**config.mk**
```make
export PLATFORM = sky130hd
export DESIGN_NAME = dtt_flat
export DESIGN_NICKNAME = d
export VERILOG_FILES = /design/src/rtl/dtt_if.sv /design/src/rtl/dtt.sv /design/src/flat_wrapper.sv
export SDC_FILE = /design/constraint.sdc
export NUM_CORES = 1
export LEC_CHECK = 0
export BUFFER_PORTS_ARGS = -buffer_cell sky130_fd_sc_hd__buf_2
export CAP_MARGIN = 20
export CELL_PAD_IN_SITES_DETAIL_PLACEMENT = 0
export CELL_PAD_IN_SITES_GLOBAL_PLACEMENT = 2
export CORE_MARGIN = 2
export CORE_UTILIZATION = 31
export DETAILED_ROUTE_END_ITERATION = 12
export PLACE_DENSITY = 0.87
export SYNTH_ARGS = -nofsm -noshare
export SYNTH_HDL_FRONTEND = slang
export SYNTH_SLANG_ARGS = --single-unit
```
**constraint.sdc**
```tcl
create_clock -name CLK -period 1.6 [get_ports CLK]
set_input_delay 0.16 -clock CLK [delete_from_list [all_inputs] [get_ports CLK]]
set_output_delay 0.16 -clock CLK [all_outputs]
set_load 0.005 [all_outputs]
```
**src/rtl/dtt_if.sv**
```systemverilog
// Handshake and data bundle for the digital-to-time encoder dtt.
// Master drives start/input_vectors; slave returns the spike lines and finish.
interface dtt_if #(
    parameter int TTD_WIDTH = 5,
    parameter int N_NEURONS = 4
);
    logic                           start;
    logic [N_NEURONS*TTD_WIDTH-1:0] input_vectors;
    logic [N_NEURONS-1:0]           spikes;
    logic                           finish;

    modport master (
        output start,
        output input_vectors,
        input  spikes,
        input  finish
    );

    modport slave (
        input  start,
        input  input_vectors,
        output spikes,
        output finish
    );
endinterface

```
**src/rtl/dtt.sv**
```systemverilog
// Digital-to-time encoder: each nonzero code fires one spike at that cycle offset of the window.
// Optional macro DTT_EARLY_FINISH_EN ends the window once every pending channel has fired.
module dtt #(
    parameter int TTD_WIDTH = 5,
    parameter int N_NEURONS = 4
) (
    input logic CLK,
    input logic nRES,
    dtt_if.slave bus
);

    localparam logic [TTD_WIDTH-1:0] CNT_MAX = {TTD_WIDTH{1'b1}};

    typedef enum logic {
        IDLE,
        RUN
    } state_t;

    state_t                              state_q, state_d;
    logic [TTD_WIDTH-1:0]                cnt_q, cnt_d;
    logic [N_NEURONS-1:0][TTD_WIDTH-1:0] codes_q, codes_d;
    logic [N_NEURONS-1:0]                fired_q, fired_d;
    logic                                finish_q, finish_d;

    logic [N_NEURONS-1:0]                spikes_w;
    logic [N_NEURONS-1:0]                pending_w;
    logic                                window_done_w;

    // Spikes come only from registered state, so there is no input-to-output path.
    always_comb begin
        spikes_w  = '0;
        pending_w = '0;
        for (int i = 0; i < N_NEURONS; i++) begin
            pending_w[i] = (codes_q[i] != '0);
            spikes_w[i]  = (state_q == RUN) && (cnt_q == codes_q[i]) &&
                           pending_w[i] && !fired_q[i];
        end
    end

`ifdef DTT_EARLY_FINISH_EN
    assign window_done_w = ((fired_q | spikes_w) == pending_w) || (cnt_q == CNT_MAX);
`else
    assign window_done_w = (cnt_q == CNT_MAX);
`endif

    always_comb begin
        state_d  = state_q;
        cnt_d    = cnt_q;
        codes_d  = codes_q;
        fired_d  = fired_q;
        finish_d = finish_q;
        case (state_q)
            IDLE: begin
                cnt_d = '0;
                if (bus.start) begin
                    for (int i = 0; i < N_NEURONS; i++) begin
                        codes_d[i] = bus.input_vectors[i*TTD_WIDTH +: TTD_WIDTH];
                    end
                    fired_d  = '0;
                    finish_d = 1'b0;
                    state_d  = RUN;
                end
            end
            RUN: begin
                fired_d = fired_q | spikes_w;
                if (window_done_w) begin
                    cnt_d    = '0;
                    finish_d = 1'b1;
                    state_d  = IDLE;
                end else begin
                    cnt_d = cnt_q + TTD_WIDTH'(1);
                end
            end
            default: begin
                cnt_d    = '0;
                finish_d = 1'b1;
                state_d  = IDLE;
            end
        endcase
    end

    always_ff @(posedge CLK) begin
        if (!nRES) begin
            state_q  <= IDLE;
            cnt_q    <= '0;
            codes_q  <= '0;
            fired_q  <= '0;
            finish_q <= 1'b1;
        end else begin
            state_q  <= state_d;
            cnt_q    <= cnt_d;
            codes_q  <= codes_d;
            fired_q  <= fired_d;
            finish_q <= finish_d;
        end
    end

    assign bus.spikes = spikes_w;
    assign bus.finish = finish_q;

endmodule

```
**src/flat_wrapper.sv**
```systemverilog
// flat-port wrapper written by rule: the top's interface ports become plain ports
module dtt_flat 
#(
    parameter int TTD_WIDTH = 5,
    parameter int N_NEURONS = 4
)
  (CLK, nRES, bus_start, bus_input_vectors, bus_spikes, bus_finish);
  dtt_if #(.TTD_WIDTH(TTD_WIDTH), .N_NEURONS(N_NEURONS)) bus_i ();
  input logic CLK;
  input logic nRES;
  input wire logic [$bits(bus_i.start)-1:0] bus_start;
  input wire logic [$bits(bus_i.input_vectors)-1:0] bus_input_vectors;
  output wire logic [$bits(bus_i.spikes)-1:0] bus_spikes;
  output wire logic [$bits(bus_i.finish)-1:0] bus_finish;
  assign bus_i.start = bus_start;
  assign bus_i.input_vectors = bus_input_vectors;
  assign bus_spikes = bus_i.spikes;
  assign bus_finish = bus_i.finish;
  dtt #(.TTD_WIDTH(TTD_WIDTH), .N_NEURONS(N_NEURONS)) u_core (.CLK(CLK), .nRES(nRES), .bus(bus_i));
endmodule
```
==> results of run 1 <==
[layout by cell type (no fill, tap or decap), types with 3 or more instances in the layout]
cell	count
o21ai_0	3
nand2_1	44
buf_4	12
dfxtp_1	22
buf_2	27
buf_6	4
nand3_1	4
and2_1	3
nor3_1	4
nor2_1	7
clkbuf_8	7
a21oi_1	23
dfxtp_2	5
xor2_1	12
nor4_1	4
xnor2_1	6
dfxtp_4	4
[synth_stat cells]
| master | count | area share [%] |
|---|---|---|
| a21oi_1 | 23 | 8.2 |
| a21oi_2 | 1 | 0.62 |
| nor2b_1 | 1 | 0.44 |
| and2_1 | 3 | 1.3 |
| nand4_1 | 2 | 0.89 |
| nand2_1 | 44 | 12 |
| nor3_1 | 5 | 1.8 |
| a211oi_1 | 1 | 0.53 |
| nor3b_1 | 1 | 0.53 |
| xnor2_1 | 6 | 3.7 |
| inv_1 | 1 | 0.27 |
| nor2_1 | 8 | 2.1 |
| or4_1 | 1 | 0.53 |
| nand3_1 | 4 | 1.4 |
| dfxtp_1 | 31 | 44 |
| nor4_1 | 4 | 1.8 |
| clkbuf_1 | 2 | 0.53 |
| buf_6 | 3 | 2.4 |
| or2_2 | 2 | 0.89 |
| o31ai_1 | 1 | 0.53 |
| and3_2 | 1 | 0.53 |
| nand2b_1 | 1 | 0.44 |
| xor2_1 | 13 | 8.1 |
| ha_1 | 2 | 1.8 |
| buf_2 | 5 | 1.8 |
| buf_4 | 1 | 0.53 |
| buf_1 | 1 | 0.27 |
| o21ai_0 | 4 | 1.4 |
| or4_4 | 1 | 0.80 |
[critical path, delay by kind of cell (launching register included)]
family	cells	cell delay (ns)
buffers and inverters	1	0.11
XOR/XNOR	1	0.14
flip-flops	1	0.37
AND/OR/NAND/NOR	2	0.65
[cell type report]
cell class                 count  area (sq um)  area share (%)
timing repair buffer          43           270            14.9
tap                           52          65.1            3.59
sequential                    31           642            35.4
multi-input combinational    129           731            40.3
inverter                       1          3.75           0.207
clock buffer                   8           100            5.52
[registers in the layout, summed over array words and instances (netlist names)]
signal and count:
u_core.bus.finish 1, u_core.state_q 1, u_core.cnt_q 5, u_core.fired_q 4, u_core.codes_q 20
[metal layers]
layer | routed length (microns) | share of wire [%] | track usage (%) | vias to the layer above
met5 | 0 | 0 | 0 | -
met4 | 38 | 1.2 | 4.40 | 0
met3 | 135 | 4.4 | 4.92 | 4
met2 | 1380 | 45 | 21.9 | 21
met1 | 1520 | 50 | 16.6 | 559
li1 | - | - | - | 647
[path summary, 6_finish.rpt]
| path | from | to | slack, ns | cells past startpoint |
|---|---|---|---|---|
| max reg2reg | u_core.cnt_q[0]$_SDFF_PP0_ | u_core.cnt_q[0]$_SDFF_PP0_ | 0.08 | 5 |
| min | bus_input_vectors[8] | u_core.codes_q[8]$_SDFFE_PN0P_ | 0.11 | 3 |
| min reg2reg | u_core.fired_q[0]$_SDFFE_PN0P_ | u_core.fired_q[0]$_SDFFE_PN0P_ | 0.46 | 2 |
| max | u_core.cnt_q[0]$_SDFF_PP0_ | bus_spikes[1] | -0.11 | 4 |
[timing repair]
item,4_1_cts,5_1_grt
setup endpoints to repair,4,4
hold endpoints to repair,0,0
gates resized for setup,17,6
pin swaps,5,9
setup buffers,2,4
[metrics by stage]
stage / cells / utilization (%) / power, W
floorplan: 173 / - / 0.000996
global placement: 250 / 36.9 / 0.00107
detailed placement: 250 / 36.9 / 0.00107
CTS: 260 / 40.3 / 0.00175
global route: 264 / 41.6 / 0.00184
finish: 264 / 41.6 / 0.00174
[power groups by stage]
stage          clock network (W)  logic (W)  registers [W]
4_1_cts                 0.000696   0.000211       0.000844
3_3_place_gp                   0   0.000203       0.000864
2_1_floorplan                  0   0.000143       0.000853
5_1_grt                 0.000736   0.000254       0.000849
3_5_place_dp                   0   0.000205       0.000864
6_report                0.000681   0.000220       0.000843
[cells by family after synthesis]
group | count (synthesis) | synth area share [%]
and+or+nand+nor | 78 | 25.2
DFF | 31 | 44.1
AOI/OAI and AO/OA | 30 | 11.3
xor gates and xnor gates | 19 | 11.8
buffers and inverters | 13 | 5.78
adders and majority gates | 2 | 1.78
==> out/metrics.yaml, run 1 <==
setup_path:
  cp_max_fo: 5
  crit_path_max_incr_delay_ns: 0.55
  path_cells: "xor2_1, or4_4, nor2_4, buf_2"
  start_kind: "flip-flop"
  critPathRequiredTime_ns: 1.44
  critPathSlowestCell: "or4_4"
  end_kind: "output port"
  critPathKind: "flip-flop to output port"
  crit_arrival_ns: 1.55
global_route:
  gr-total-overflow: 0
  antenna_found_initial: 0
  grt_max_degree: 22
  grt_pass1_vias: 1200
  grt_pass1_wl_microns: 5440
  track_usage_pct: 13.5
place:
  gp_congestion: 0.719
  port-buffer-count: 27
  dp_slack_ns: 0.0549
  hpwlAfterDp_microns: 2200
  placed_area_sq_um: 1610
synth:
  ys_warn_count: 0
  syn_inst: 173
  syn_avg_cell_area_sq_um: 8.14
  synth_fp_nets: 198
  synth_area_sq_um: 1410
  yosysSeqAreaShare_pct: 44.1
  ys_types: 29
  yosys_register_bits: 31
sta:
  tightest_slew_ns: 0.362
  finalCriticalPeriod_ns: 1.71
  period_share_pct: 107
  fin_ws_ns: -0.109
  drv_slew: 0
  rsz0062_at_grt: "true"
  setup_viol: 4
  setup_tns_ns: -0.292
  hold_viol: 0
  max_freq_mhz: 585
  fin_hold_ws_ns: 0.107
  skew_ns: 0.00707
  maxSlewHeadroom_pct: 75.9
clocking:
  path_clk_slew_ns: 0.07
  cts-buffers-inserted: 5
  htreeDepth: 2
  cts.sinks: 31
  cts_hold_buf: 0
  clk_path_buf_depth: 2
  clk_latency_ns: 0.28
  cts_root_buf: "clkbuf_8"
  cts_tree: "yes"
layout:
  post_route_cells_drive_above_1_share_pct: 32.1
  fin_area_sq_um: 1810
  areaGrowthSynthToFinish_pct: 28.7
  fin_nets: 236
  nFillCells: 440
  diodes: 0
status:
  violations: "setup timing"
  outcome: "finished with violations"
floorplan:
  dieArea_sq_um: 5100
  fp.dieW_microns: 71.4
  core_area_sq_um: 4350
  start_util_pct: 32.3
  die_h_microns: 71.4
  io-pin-count: 28
  num_rows: 24
detailed_routing:
  routed_wl_microns: 3070
  drc_errors: 0
  num_vias: 1231
  avgRoutedWirePerCell_microns: 11.6
  vias_per_cell: 4.66
  drt_iter0_drc: 39
  ant_nets: 0
  drt-pass1-iter-count: 4
pwr:
  leakagePower_nw: 0.812
  switchingPower_w: 0.000432
  powerDensity_nw_per_um2: 962
  ir_drop_mv: 0.544
  seqPwrFrac_pct: 48.3
  combPwrFrac_pct: 12.6
  swShare_pct: 24.8
  pwr-share-clk_pct: 39.0
  internal-power_w: 0.00131
worst_hold_path:
  hp-class: "input port to flip-flop"
job:
  drv_cap: 0
Power figures use the tool's default switching activity.
==> run 2, diff against run 1 <==
--- a/config.mk
+++ b/config.mk
@@ -5,14 +5,15 @@
 export SDC_FILE = /design/constraint.sdc
 export NUM_CORES = 1
 export LEC_CHECK = 0
+export ABC_AREA = 1
 export BUFFER_PORTS_ARGS = -buffer_cell sky130_fd_sc_hd__buf_2
 export CAP_MARGIN = 20
 export CELL_PAD_IN_SITES_DETAIL_PLACEMENT = 0
 export CELL_PAD_IN_SITES_GLOBAL_PLACEMENT = 2
 export CORE_MARGIN = 2
-export CORE_UTILIZATION = 31
+export CORE_UTILIZATION = 29
 export DETAILED_ROUTE_END_ITERATION = 12
-export PLACE_DENSITY = 0.87
+export PLACE_DENSITY = 0.75
 export SYNTH_ARGS = -nofsm -noshare
 export SYNTH_HDL_FRONTEND = slang
 export SYNTH_SLANG_ARGS = --single-unit
==> out/metrics.yaml, run 2 <==
clocking:
  cts_tree: "yes"
  clk_path_buf_depth: 2
  clk_latency_ns: 0.28
  cts-buffers-inserted: 5
  cts_hold_buf: 0
  htreeDepth: 2
  cts.sinks: 31
  cts_root_buf: "clkbuf_8"
  path_clk_slew_ns: 0.07
setup_path:
  start_kind: "flip-flop"
  critical_path.endpoint: "bus_spikes[2]"
  critPathSlowestCell: "dfxtp_4"
  crit_arrival_ns: 1.39
  crit_buf_inv: 2
  critPathRequiredTime_ns: 1.44
  crit_top_cell: "nand2_1"
  worstRegToRegCells: 7
  crit_path_max_incr_delay_ns: 0.35
  regToRegSetupSlack_ns: 0.22
  cp-startpoint: "u_core.cnt_q[3]$_SDFF_PP0_"
  end_kind: "output port"
  cp.depth: 9
  r2r_end: "u_core.cnt_q[2]$_SDFF_PP0_"
  cp_max_fo: 3
  r2r-start: "u_core.cnt_q[1]$_SDFF_PP0_"
  critPathKind: "flip-flop to output port"
  path_cells: "buf_6, nand2_2, nand2_1, nor2_1, nand2_1, nor2_2, nand2_1, nor2_1, buf_2"
  crit_family: "simple AND/OR/NAND/NOR gates"
sta:
  rsz0062_at_grt: "true"
  skew_ns: 0.00534
  period_share_pct: 97.0
  maxSlewHeadroom_pct: 82.1
  tightest_slew_ns: 0.267
  finalCriticalPeriod_ns: 1.55
  drv_slew: 0
  setup_viol: 0
  max_freq_mhz: 644
  hold_viol: 0
synth:
  synth_edf_count: 0
  ys_async_sr_fraction_pct: 0
  yosys-top-cells-area: "dfxtp_1, nand2_1, nor2_1, a21oi_1, inv_1"
  ys_types: 20
  yosysSeqAreaShare_pct: 42.0
  ys_warn_count: 0
  synth_top_area_share_pct: 42.0
  synth.largest_area_cell: "dfxtp_1"
  synth_area_sq_um: 1480
  synth_fp_nets: 249
  yosys_register_bits: 31
  synth.most_common_cell: "nand2_1"
  syn_inst: 224
  synth_commonest_cells: "nand2_1, nor2_1, dfxtp_1"
  syn_avg_cell_area_sq_um: 6.60
  ys.flop_type: "dfxtp_1"
layout:
  areaGrowthSynthToFinish_pct: 27.3
  diodes: 0
  layout_common_cells: "nand2_1, nor2_1, buf_2"
  post_route_cells_drive_above_1_share_pct: 25.6
  fin_nets: 286
  layout_commonest_cell: "nand2_1"
  regMostFlops: "u_core.codes_q"
  largest_reg_flops: 20
  fin_util_pct: 39.1
  nFillCells: 550
  largest_registers: "u_core.codes_q: 20 flops, u_core.cnt_q: 5 flops, u_core.fired_q: 4 flops"
worst_hold_path:
  hp-class: "input port to flip-flop"
  hold_depth: 3
detailed_routing:
  avgRoutedWirePerCell_microns: 11.6
  num_vias: 1420
  vias_per_cell: 4.32
  drt-pass1-iter-count: 5
  ant_nets: 0
  drt_iter0_drc: 93
  routed_wl_microns: 3820
  drc_errors: 0
pwr:
  finalPower_w: 0.00179
  ir_drop_mv: 0.316
  leakagePower_nw: 0.873
  powerDensity_nw_per_um2: 954
floorplan:
  start_util_pct: 30.7
  fp.dieW_microns: 75.4
  die_h_microns: 75.4
  num_rows: 25
  io-pin-count: 28
  core_area_sq_um: 4820
  dieArea_sq_um: 5680
global_route:
  grt_pass1_wl_microns: 6240
  grt_max_degree: 22
  antenna_found_initial: 0
  track_usage_pct: 14.9
  gr-total-overflow: 0
  grt_pass1_vias: 1323
status:
  outcome: "finished clean"
place:
  port-buffer-count: 27
  hpwlAfterDp_microns: 2750
  gp_congestion: 0.770
job:
  drv_cap: 0
## run 2: cell count changes in the layout (fill, tap and decap cells not counted), sizes merged, moves of 2 or more
cell    previous run  this run
inv                1        28
nor2               8        35
o21ai              4        25
nand2             44        61
xor2              13         0
buf               43        38
nor3               5         0
a21oi             24        20
nor4               4         0
xnor2              6         2
and2               3         0
clkinv             0         2
or4                2         0
## run 2: power breakdown
part	leakage, nW	switching [W]	internal (W)
combinational	0.571	0.000176	0.000138
sequential	0.259	0.0000505	0.000829
clock	0.0422	0.000295	0.000305
## run 2: cell families (layout without fill, tap and decap cells)
group | after synthesis | count (layout) | synth area share [%]
simple gates | 106 | 106 | 28.8
compound gates | 46 | 46 | 15.7
buf+inv | 37 | 75 | 10.6
flops | 31 | 31 | 42.0
fa+ha+maj | 2 | 2 | 1.69
xor+xnor | 2 | 2 | 1.19
## run 2: worst min path at each step
| stage | from | endpoint | slack (ns) |
|---|---|---|---|
| 2_1_floorplan | nRES | u_core.codes_q[2]$_SDFFE_PN0P_ | 0.30 |
| 3_3_place_gp | bus_input_vectors[11] | u_core.codes_q[11]$_SDFFE_PN0P_ | 0.39 |
| 3_5_place_dp | bus_input_vectors[16] | u_core.codes_q[16]$_SDFFE_PN0P_ | 0.40 |
| 4_1_cts | bus_input_vectors[16] | u_core.codes_q[16]$_SDFFE_PN0P_ | 0.1 |
| 5_1_grt | bus_input_vectors[16] | u_core.codes_q[16]$_SDFFE_PN0P_ | 0.13 |
| 6_report | bus_input_vectors[16] | u_core.codes_q[16]$_SDFFE_PN0P_ | 0.11 |
## run 2: layer usage
layer | vias to the layer above | global-route usage (%) | part of all wire [%] | wire length [microns]
met2 | 22 | 23.5 | 43 | 1640
met3 | 2 | 4.37 | 3.6 | 136
met5 | - | 0 | 0 | 0
met4 | 0 | 4.09 | 0.65 | 25
met1 | 616 | 20.0 | 53 | 2010
li1 | 780 | - | - | -
## run 2: timing repair
| action | in CTS | in global routing |
|---|---|---|
| setup endpoints to repair | 1 | 4 |
| pin swaps | 0 | 14 |
| gates resized for setup | 3 | 21 |
| endpoints found under the hold margin | 0 | 0 |
| buffers inserted | 0 | 5 |
## run 2: area by class of cell
| type | count | area (sq um) | share of cell area, % |
|---|---|---|---|
| clock buffers | 7 | 76.3 | 4.06 |
| repair buffers | 38 | 238 | 12.6 |
| multi-input cells | 156 | 724 | 38.5 |
| clock inverters | 1 | 5.00 | 0.266 |
| inverters | 29 | 116 | 6.18 |
| well taps | 67 | 83.8 | 4.45 |
| flip-flops and latches | 31 | 638 | 33.9 |
## run 2: through the flow
| step | worst slack [ns] | instances | TNS, ns | hold slack, ns | cell area, sq um |
|---|---|---|---|---|---|
| CTS | 0.00393 | 324 | 0 | 0.0994 | 1790 |
| global route | -0.120 | 329 | -0.179 | 0.128 | 1880 |
| global placement | 0.212 | 316 | 0 | 0.394 | 1710 |
| finish | 0.0480 | 329 | 0 | 0.111 | 1880 |
| detailed placement | 0.188 | 316 | 0 | 0.398 | 1710 |
| floorplan | 0.351 | 224 | 0 | 0.298 | 1480 |
## run 2: worst reg2reg max path, stage by stage, from the launching register on
cell     delay [ns]
dfxtp_4        0.38
ha_1           0.21
nand2_1        0.10
nor2_1         0.05
ha_1           0.18
nor2_1         0.16
inv_2          0.08
nor3b_1        0.16
